==> src/rtl/serial_adder2_seq.sv <==
`default_nettype none
// ============================================================================
// Module   : serial_adder2_seq
// Purpose  : WIDTH-bit adder that reuses one 2-bit adder slice over WIDTH/2
//            cycles, LSB pair first, with valid/ready on both sides.
//            Optional two's-complement overflow output: SERIAL_ADD_OVF_EN.
// Revision : 1.0
// ============================================================================
module serial_adder2_seq #(
  parameter int WIDTH = 8
) (
  input  logic             clk,
  input  logic             rst_n,
  input  logic             clr,
  input  logic             in_valid,
  output logic             in_ready,
  input  logic [WIDTH-1:0] in_a,
  input  logic [WIDTH-1:0] in_b,
  input  logic             in_cin,
  output logic             out_valid,
  input  logic             out_ready,
  output logic [WIDTH-1:0] out_sum,
  output logic             out_cout,
  output logic             busy
`ifdef SERIAL_ADD_OVF_EN
  ,
  output logic             out_ovf
`endif
);

  localparam int N    = WIDTH / 2;
  localparam int IDXW = (N > 1) ? $clog2(N) : 1;

  localparam logic [IDXW-1:0] c_LAST = IDXW'(N - 1);

  localparam logic [1:0] c_IDLE = 2'd0;
  localparam logic [1:0] c_RUN  = 2'd1;
  localparam logic [1:0] c_DONE = 2'd2;

  logic [1:0]       r_state;
  logic [IDXW-1:0]  r_idx;
  logic             r_carry;
  logic [WIDTH-1:0] r_a;
  logic [WIDTH-1:0] r_b;
  logic [WIDTH-1:0] r_sum;
  logic             r_cout;

  logic             w_c1;
  logic             w_s0;
  logic             w_s1;
  logic             w_cout;
  logic             w_last;
  logic [WIDTH-1:0] w_sum_next;

  // Operands shift right each RUN cycle, so the active pair is always bits [1:0].
  assign w_s0   = r_a[0] ^ r_b[0] ^ r_carry;
  assign w_c1   = (r_a[0] & r_b[0]) | (r_a[0] & r_carry) | (r_b[0] & r_carry);
  assign w_s1   = r_a[1] ^ r_b[1] ^ w_c1;
  assign w_cout = (r_a[1] & r_b[1]) | (r_a[1] & w_c1) | (r_b[1] & w_c1);
  assign w_last = (r_idx == c_LAST);

  // Result fills from the top; after N slices the LSB pair has reached bit 0.
  generate
    if (WIDTH == 2) begin : g_sum_w2
      assign w_sum_next = {w_s1, w_s0};
    end else begin : g_sum_wide
      assign w_sum_next = {w_s1, w_s0, r_sum[WIDTH-1:2]};
    end
  endgenerate

  always_ff @(posedge clk or negedge rst_n) begin
    if (!rst_n) begin
      r_state <= c_IDLE;
      r_idx   <= '0;
      r_carry <= 1'b0;
      r_a     <= '0;
      r_b     <= '0;
      r_sum   <= '0;
      r_cout  <= 1'b0;
    end else if (clr) begin
      r_state <= c_IDLE;
      r_idx   <= '0;
      r_carry <= 1'b0;
    end else begin
      case (r_state)
        c_IDLE: begin
          if (in_valid) begin
            r_a     <= in_a;
            r_b     <= in_b;
            r_carry <= in_cin;
            r_idx   <= '0;
            r_state <= c_RUN;
          end
        end
        c_RUN: begin
          r_a     <= r_a >> 2;
          r_b     <= r_b >> 2;
          r_sum   <= w_sum_next;
          r_carry <= w_cout;
          if (w_last) begin
            r_cout  <= w_cout;
            r_state <= c_DONE;
          end else begin
            r_idx <= r_idx + 1'b1;
          end
        end
        c_DONE: begin
          if (out_ready) begin
            r_state <= c_IDLE;
          end
        end
        default: r_state <= c_IDLE;
      endcase
    end
  end

`ifdef SERIAL_ADD_OVF_EN
  logic r_ovf;

  // Carry into the MSB equals a1^b1^s1, i.e. the slice-internal carry w_c1.
  always_ff @(posedge clk or negedge rst_n) begin
    if (!rst_n) begin
      r_ovf <= 1'b0;
    end else if (clr) begin
      r_ovf <= 1'b0;
    end else if ((r_state == c_RUN) && w_last) begin
      r_ovf <= w_cout ^ w_c1;
    end
  end

  assign out_ovf = r_ovf;
`endif

  assign in_ready  = (r_state == c_IDLE);
  assign out_valid = (r_state == c_DONE);
  assign busy      = (r_state != c_IDLE);
  assign out_sum   = r_sum;
  assign out_cout  = r_cout;

endmodule
`default_nettype wire

==> config.mk <==
export PLATFORM = sky130hd
export DESIGN_NAME = serial_adder2_seq
export DESIGN_NICKNAME = d
export VERILOG_FILES = /design/src/rtl/serial_adder2_seq.sv
export SDC_FILE = /design/constraint.sdc
export NUM_CORES = 1
export LEC_CHECK = 0
export CAP_MARGIN = 20
export CORE_MARGIN = 3
export CORE_UTILIZATION = 45
export CTS_CLUSTER_SIZE = 40
export DETAILED_ROUTE_END_ITERATION = 16
export GPL_TIMING_DRIVEN = 0
export PLACE_DENSITY = 0.73
export SLEW_MARGIN = 20
export SYNTH_ARGS = -nofsm -noshare
export SYNTH_HDL_FRONTEND = slang
export SYNTH_SLANG_ARGS = --single-unit
export TNS_END_PERCENT = 1
==> constraint.sdc <==
create_clock -name clk -period 1.7 [get_ports clk]
set_input_delay 0.255 -clock clk [delete_from_list [all_inputs] [get_ports clk]]
set_output_delay 0.255 -clock clk [all_outputs]
set_load 0.005 [all_outputs]
==> impl_metrics.tcl, run 1 <==
set metrics [dict create \
    status "complete, no violations" \
    hold_viol 0 \
    setup_viol 0 \
    stdcell_area_um2 2000 \
    num_antenna_cells 0 \
    tightest_slew_ns 0.646 \
    p_int_mw 1.56 \
    post-route-util 0.644 \
    synth.avg_cell_area_um2 13.0 \
    io_pins 34 \
    die-area_um2 4060 \
    drt_wl_total_um 2670 \
    die_w_um 63.7 \
    clk_latency_ns 0.32 \
    synth_seq_cells 30 \
    endpoint_kind "flip-flop" \
    layout-drive-gt1-share 0.294 \
    leakagePower_nw 0.926 \
    placed_area_um2 1880 \
    drtIter0Drc 12 \
    cts_tree "done" \
    drv_slew 0 \
    max_freq_ghz 0.613 \
    ys_seq_area_frac 0.501 \
    pwr-share-clk 0.177 \
    p_switching_mw 0.598 \
    p_per_area_nw_per_um2 1080 \
    dr.pass1.iters 4 \
    switching_share 0.277 \
    startpoint_type "flip-flop" \
    critical_path.max_fanout 10 \
    ant_nets 0 \
    first_global_vias 1072 \
    yosysWarnings 0 \
    cts-root-buf "clkbuf_4" \
    use_met1 0.160 \
    reg2reg_to "r_a[3]" \
    met3_usage 0.0553 \
    syn_nets 140 \
    grt_overflow_total 0 \
    hpwl_um 1910 \
    path_clk_slew_ns 0.09 \
    clkSinkCount 30 \
    htreeDepth 2 \
    cp.required_ns 1.91 \
    seqPwrFrac 0.479 \
    fin_worst_skew_ns 0.00444 \
    period_needed_ns 1.63 \
    cap_violations 0 \
    viasPerCell 4.85 \
    areaGrowthSynthToFinish_pct 33.2 \
    drcViolationCount 0 \
    crit_end "r_a[3]" \
    critPathKind "flip-flop to flip-flop" \
    dr_total_vias 1004 \
    num_rows 20 \
    core_um2 3100 \
    grt_pass1_wl_um 4530 \
    track_usage 0.146 \
    finalCritPeriodShare 0.959 \
    cts_made_buffers 5 \
    grt_max_degree 31 \
    ir_drop_mv 0.493 \
    fin_nets 188 \
    slew_headroom 0.569 \
    portBuffers 33 \
    place_congestion 0.761 \
    netlist_area_um2 1500 \
    reg2reg_slack_ns 0.07 \
    clk_path_buf_depth 2 \
    wl_per_cell_um 12.9 \
    hold_class "primary input to flip-flop" \
    start_util 0.483 \
    arrival_ns 1.84 \
    r2r_start "r_state[0]" \
    grt_use_met2 0.256 \
    comb_power_share 0.344 \
    top_usage_layer "met2" \
    fillCellCount 271 \
    antenna_found_initial 0 \
    die_h_um 63.7 \
    setup.worst_path.start "r_state[0]" \
    netlist_instances 115 \
    synth_cell_types 30 \
    reg2regPathDepth 6 \
]
==> layout by cell type (no fill, tap or decap), drive strengths merged <==
cell,count
a21oi,1
a22o,1
a31oi,1
and2b,1
buf,12
clkbuf,8
clkdlybuf4s50,29
dfrtp,30
dlygate4sd2,3
dlygate4sd3,1
fa,2
ha,1
inv,12
mux2,22
mux2i,14
nand2,5
nand2b,2
nand4bb,1
nor2,3
nor3,2
nor4b,1
o21ai,4
o21ba,1
o2bb2ai,1
o31ai,2
or2,3
==> critical path: stages (launching register included) <==
cell and delay (ns):
dfrtp_2 0.42, buf_4 0.13, buf_4 0.15, nand2b_4 0.11, buf_12 0.15, mux2_4 0.30, mux2_2 0.26
==> final cells by class <==
cell class,count,area (um^2),area share
Inverter,12,45.0,0.0226
Timing Repair Buffer,42,392,0.196
Tap cell,44,55.1,0.0276
Multi-Input combinational cell,68,661,0.331
Sequential cell,30,753,0.377
Buffer,4,46.3,0.0232
Clock buffer,7,45.0,0.0226
==> registers in the layout, summed over array words and instances, names as in the netlist <==
| register | cells |
|---|---|
| out_sum | 8 |
| r_a | 8 |
| r_b | 8 |
| r_idx | 2 |
| r_state | 2 |
| out_cout | 1 |
| r_carry | 1 |
==> synthesized netlist by cell type (all sizes together) <==
library cell | n | area [um^2]
ha | 1 | 12.5
mux2 | 22 | 274
nor2 | 3 | 13.8
o21ba | 1 | 10.0
dfrtp | 30 | 751
nand2b | 2 | 20.0
nand4bb | 1 | 11.3
buf | 4 | 38.8
o21ai | 4 | 20.0
nand2 | 5 | 18.8
o2bb2ai | 1 | 8.76
nor3 | 2 | 21.3
inv | 12 | 45.0
a31oi | 1 | 6.26
nor4b | 1 | 8.76
a22o | 1 | 8.76
a21oi | 1 | 5.00
clkbuf | 1 | 3.75
fa | 2 | 40.0
and2b | 1 | 7.51
mux2i | 14 | 140
or2 | 3 | 18.8
o31ai | 2 | 15.0
==> repair_timing <==
item | CTS | global route
setup endpoints to repair | 3 | 5
endpoints found under the hold margin | 30 | 0
pin swaps | 0 | 1
hold buffers | 1 | 0
resized for setup | 5 | 2
buffers inserted | 4 | 4
gates cloned | 0 | 0
==> power groups by stage <==
stage / Clock [mW] / Sequential, mW / Combinational (mW)
floorplan: 0 / 1.04 / 0.383
global placement: 0 / 1.05 / 0.707
CTS: 0.394 / 1.04 / 0.745
finish: 0.384 / 1.03 / 0.744
detailed placement: 0 / 1.06 / 0.734
global route: 0.431 / 1.06 / 0.825
==> through the flow <==
stage               hold slack, ns  setup TNS, ns  setup slack, ns  power (mW)  cells
detailed placement           0.326          -2.29           -0.209        1.79    192
CTS                          0.469        -0.0404          -0.0404        2.18    203
global route                 0.459      -0.000594        -0.000594        2.32    207
global placement             0.474          -5.58           -0.199        1.75    192
floorplan                  -0.0406              0            0.194        1.43    115
finish                       0.478              0           0.0695        2.16    207
==> worst min-delay path by stage <==
stage / end / slack, ns / cells after the start / from
finish: r_b[6] / 0.48 / 3 / in_b[6]
global route: r_a[6] / 0.46 / 3 / in_a[6]
CTS: r_a[6] / 0.47 / 3 / in_a[6]
detailed placement: r_idx[1] / 0.33 / 1 / rst_n
global placement: out_cout / 0.47 / 2 / out_cout
floorplan: out_cout / -0.04 / 0 / rst_n
==> cell families after synthesis <==
| group | count (synthesis) | synth area share |
|---|---|---|
| compound gates | 11 | 0.0492 |
| fa+ha+maj | 3 | 0.0351 |
| buf+inv | 17 | 0.0584 |
| flops | 30 | 0.501 |
| mux | 36 | 0.276 |
| simple gates | 18 | 0.0801 |
==> routing by layer <==
layer | up-vias | routed length [um]
met5 | - | 0
met4 | 0 | 33
met3 | 4 | 143
met2 | 25 | 1340
met1 | 488 | 1150
li1 | 487 | -
Power figures use the tool's default switching activity.
==> inputs of run 2 (changes only) <==
CTS_CLUSTER_SIZE = 30   (was 40)
GPL_ROUTABILITY_DRIVEN = 0   (was unset)
==> results of run 2 <==
No change in the layout: final DEF, timing and power equal those of run 1.
==> inputs of run 3 (changes only) <==
CORE_UTILIZATION = 44   (was 45)
GPL_TIMING_DRIVEN = unset   (was 0)
PLACE_DENSITY = 0.74   (was 0.73)
clock period = 1.44 ns   (was 1.7 ns; I/O delays follow)
==> run 3 against run 2 <==
  * Setup slack worse by 0.16 ns
  * Sequential power up 19%
  * Combinational power up 36%
  * The run now ends with setup timing left
  * Register-to-register slack worse by 0.16 ns
  * Utilization rose by 4.6 points
  * Non-clock buffer count up 9
  * Highest routed layer unchanged
  * Critical path depth shrank 1
==> impl_metrics.tcl, run 3 (synthesis results as in run 1) <==
set metrics [dict create \
    slew_headroom 0.730 \
    hold_class "primary input to async pin" \
    antenna_found_initial 0 \
    crit_end "r_b[3]" \
    critPathKind "flip-flop to flip-flop" \
    p_int_mw 1.97 \
    seqPwrFrac 0.452 \
    cts_tree "done" \
    seq_area_um2 753 \
    p_switching_mw 0.753 \
    ant_nets 0 \
    comb_power_share 0.372 \
    hold_viol 0 \
    core_um2 3150 \
    grt_overflow_total 0 \
    most-common-layout-cells "dfrtp_1 (28), clkdlybuf4s50_1 (25), mux2_4 (15), buf_4 (15), mux2i_1 (13)" \
    cts_hold_buffers 0 \
    die_h_um 64.4 \
    cp.required_ns 1.64 \
    reg2regPathDepth 5 \
    die_w_um 64.4 \
    fillCellCount 261 \
    portBuffers 33 \
    arrival_ns 1.73 \
    hpwl_um 2070 \
    final.setup.tns_ns -0.834 \
    drt_wl_total_um 3130 \
    track_usage 0.161 \
    drv_slew 0 \
    wl_per_cell_um 14.5 \
    dr_total_vias 1039 \
    timing.hold.ws_ns 0.287 \
    dr.pass1.iters 4 \
    period_needed_ns 1.53 \
    timing.final.ws_setup_ns -0.0895 \
    reg2reg_slack_ns -0.09 \
    startpoint_type "flip-flop" \
    drcViolationCount 0 \
    first_global_vias 1131 \
    finalCritPeriodShare 1.06 \
    pwr-share-clk 0.176 \
    die-area_um2 4140 \
    areaGrowthSynthToFinish_pct 45.1 \
    fin_nets 198 \
    post-route-util 0.690 \
    endpoint_kind "flip-flop" \
    io_pins 34 \
    reg2reg_to "r_b[3]" \
    layout-drive-gt1-share 0.401 \
    critical_path.max_fanout 8 \
    clk_latency_ns 0.31 \
    switching_share 0.277 \
    layout_commonest_cell "dfrtp_1" \
    clk_path_buf_depth 2 \
    htreeDepth 2 \
    viasPerCell 4.81 \
    drtIter0Drc 16 \
    cap_violations 0 \
    fin_worst_skew_ns 0.00300 \
    cts-root-buf "clkbuf_4" \
    ir_drop_mv 0.570 \
    num_antenna_cells 0 \
    r2r_start "r_state[0]" \
    p_per_area_nw_per_um2 1250 \
    setup.worst_path.start "r_state[0]" \
    num_rows 20 \
    tightest_slew_ns 0.400 \
    grt_max_degree 31 \
    violations "setup timing" \
    grt_setup_unrepaired "yes" \
    status "finished with violations" \
    path_clk_slew_ns 0.09 \
    start_util 0.475 \
    setup_viol 12 \
    max_freq_ghz 0.654 \
    cts_made_buffers 5 \
    leakagePower_nw 1.07 \
    multiInputGateArea_um2 729 \
    grt_pass1_wl_um 5040 \
    clkSinkCount 30 \
]
run 3: critical path, stage by stage (launching register included):
cell	delay [ns]
dfrtp_2	0.43
buf_6	0.13
buf_6	0.12
nand2b_4	0.16
mux2_4	0.33
mux2_4	0.25
run 3: worst min path at each step:
stage	from	end	slack [ns]	depth (start not counted)
finish	rst_n	r_idx[0]	0.29	2
CTS	rst_n	r_idx[0]	0.29	2
detailed placement	out_cout	out_cout	0.49	2
global route	rst_n	r_idx[0]	0.30	2
floorplan	rst_n	out_cout	-0.08	0
global placement	out_cout	out_cout	0.47	2
run 3: area by class of cell:
cell class,count,area share
flip-flops and latches,30,0.346
multi-input cells,69,0.335
repair buffers,55,0.249
well taps,44,0.0253
clock buffers,6,0.0236
inverters,12,0.0207
run 3: routing by layer:
layer / global-route usage / wire, um
met5: 0 / 0
met3: 0.0439 / 147
met4: 0.0554 / 27
met2: 0.298 / 1670
met1: 0.174 / 1290
run 3: power groups by stage:
stage / registers, mW / logic, mW / clock network (mW)
final: 1.23 / 1.01 / 0.479
after global routing: 1.27 / 1.10 / 0.532
after CTS: 1.24 / 1.02 / 0.494
after detailed placement: 1.25 / 0.931 / 0
after global placement: 1.23 / 0.890 / 0
after floorplan: 1.23 / 0.455 / 0
run 3: per-stage QoR:
step	total power, mW	cell area [um^2]	worst slack (ns)	cells
3_3_place_gp	2.12	1980	-0.128	204
4_1_cts	2.75	2150	-0.0660	216
6_report	2.72	2170	-0.0895	216
5_1_grt	2.90	2170	-0.129	216
3_5_place_dp	2.18	1980	-0.149	204
2_1_floorplan	1.69	1500	-0.0247	115
run 3: what timing repair did:
action,in CTS,in global routing
setup buffers,5,0
gates resized for setup,21,15
pin swaps,1,0
endpoints found under the setup margin,16,32
cloned,1,0
==> RTL change (flow settings as in run 3) <==
Build with the macro `SERIAL_ADD_OVF_EN` defined.
--- a/src/rtl/serial_adder2_seq.sv
+++ b/src/rtl/serial_adder2_seq.sv
@@ -6,6 +6,8 @@
 //            Optional two's-complement overflow output: SERIAL_ADD_OVF_EN.
 // Revision : 1.0
 // ============================================================================
+`define SERIAL_ADD_OVF_EN
+
 module serial_adder2_seq #(
   parameter int WIDTH = 8
 ) (
Check against the original RTL (old outputs only; new: out_ovf): equivalent (equiv_simple and equiv_induct, registers matched by name and starting in step).
==> RTL change against run 3 <==
  * The flow still finishes with violations (setup timing)
  * Setup slack worse by 0.083 ns
  * Final area up 3.1%
  * Power increased by 3.2%
  * Cell count is 5.1% higher
  * Clock skew up 0.0038 ns
  * Non-clock buffer count up 6
  * Synthesized area increased by 4.1%
  * First-iteration DRC count grew to 3.1 times the old value
  * Routed wire length is 1.1% lower
  * Sequential cell count is 1 higher
  * Critical path type unchanged
  * Largest cell class unchanged
  * Largest power group unchanged
==> RTL change: results (changes against run 3) <==
* Setup WS post-layout at -0.173 ns (-0.0834 ns)
* Slowest cell on crit path: fa_2
* Final setup fails at 19 (+7)
* Slew @ Worst Pin at 0.390 ns (-0.0102 ns)
* Net Sw Power at 809 uW (+7.3%)
* Post-synthesis instance total at 121 (+5.2%)
* Clock network fraction of total power at 0.185 (+0.009)
* Max incr delay on CP at 0.39 ns (-0.04 ns)
* Synth top cells by count: dfrtp_1, mux2_2, mux2i_1
* First DRT Iteration DRCs at 50 (+34)
* Worst r2r src: r_carry$_DFFE_PN0P_
* Vias in the first global route at 1218 (+7.7%)
* WL met1 at 1.29 mm (+0.16%)
* Placed cell count at 217 (+6.4%)
* Violated checks: setup timing
* Routed via count at 1131 (+8.9%)
* Port bufs at 34 (+3.0%)
* Met3 routed WL at 201 um (+37%)
* Routed Wire Length at 3.10 mm (-1.1%)
* Worst clock skew at 0.00685 ns (+0.00385 ns)
* Share of layout cells above drive strength 1 at 0.404 (+0.00321)
* Largest net degree at the start of global routing at 32 (+3.2%)
* Status: finished with violations
* M2 GR Usage at 0.295 (-0.00312)
* Register area share after synthesis at 0.497 (-0.00364)
* Syn nets at 146 (+4.3%)
* Netlist cell types at 29 (-3.3%)
* Hpwl dp at 2.23 mm (+7.3%)
* PD cells at 1250 nW/um2 (+0.10%)
* Top post-synthesis cells by area: dfrtp_1, mux2_2, mux2i_1, mux2_4, inv_1
* Peak supply drop at 0.547 mV (-4.0%)
[RTL change: layout make-up]
type | instances | area [um2]
fill | 270 | 961
sequential | 31 | 776
multi-input combinational | 71 | 737
timing repair buffer | 61 | 569
tap | 44 | 55.1
clock buffer | 6 | 51.3
inverter | 13 | 48.8
clock inverter | 1 | 5.00
[RTL change: worst max-delay path, delay by kind of cell (launching register included)]
kind,cells,cell delay [ns]
buffers and inverters,1,0.05
flip-flops,1,0.35
adder cells (fa/ha/maj),2,0.75
AO/OA/AOI/OAI,1,0.22
XOR/XNOR,1,0.14
[RTL change: cell families after synthesis]
group	after synthesis	synth area share
mux	36	0.268
buf+inv	19	0.0650
flops	31	0.497
xor+xnor	1	0.00561
compound gates	13	0.0577
simple gates	18	0.0730
fa+ha+maj	3	0.0337
[RTL change: timing repair]
action,CTS,global route
setup endpoints to repair,25,33
setup buffers,3,0
gates resized for setup,23,19
endpoints found under the hold margin,0,0
pin swaps,8,1
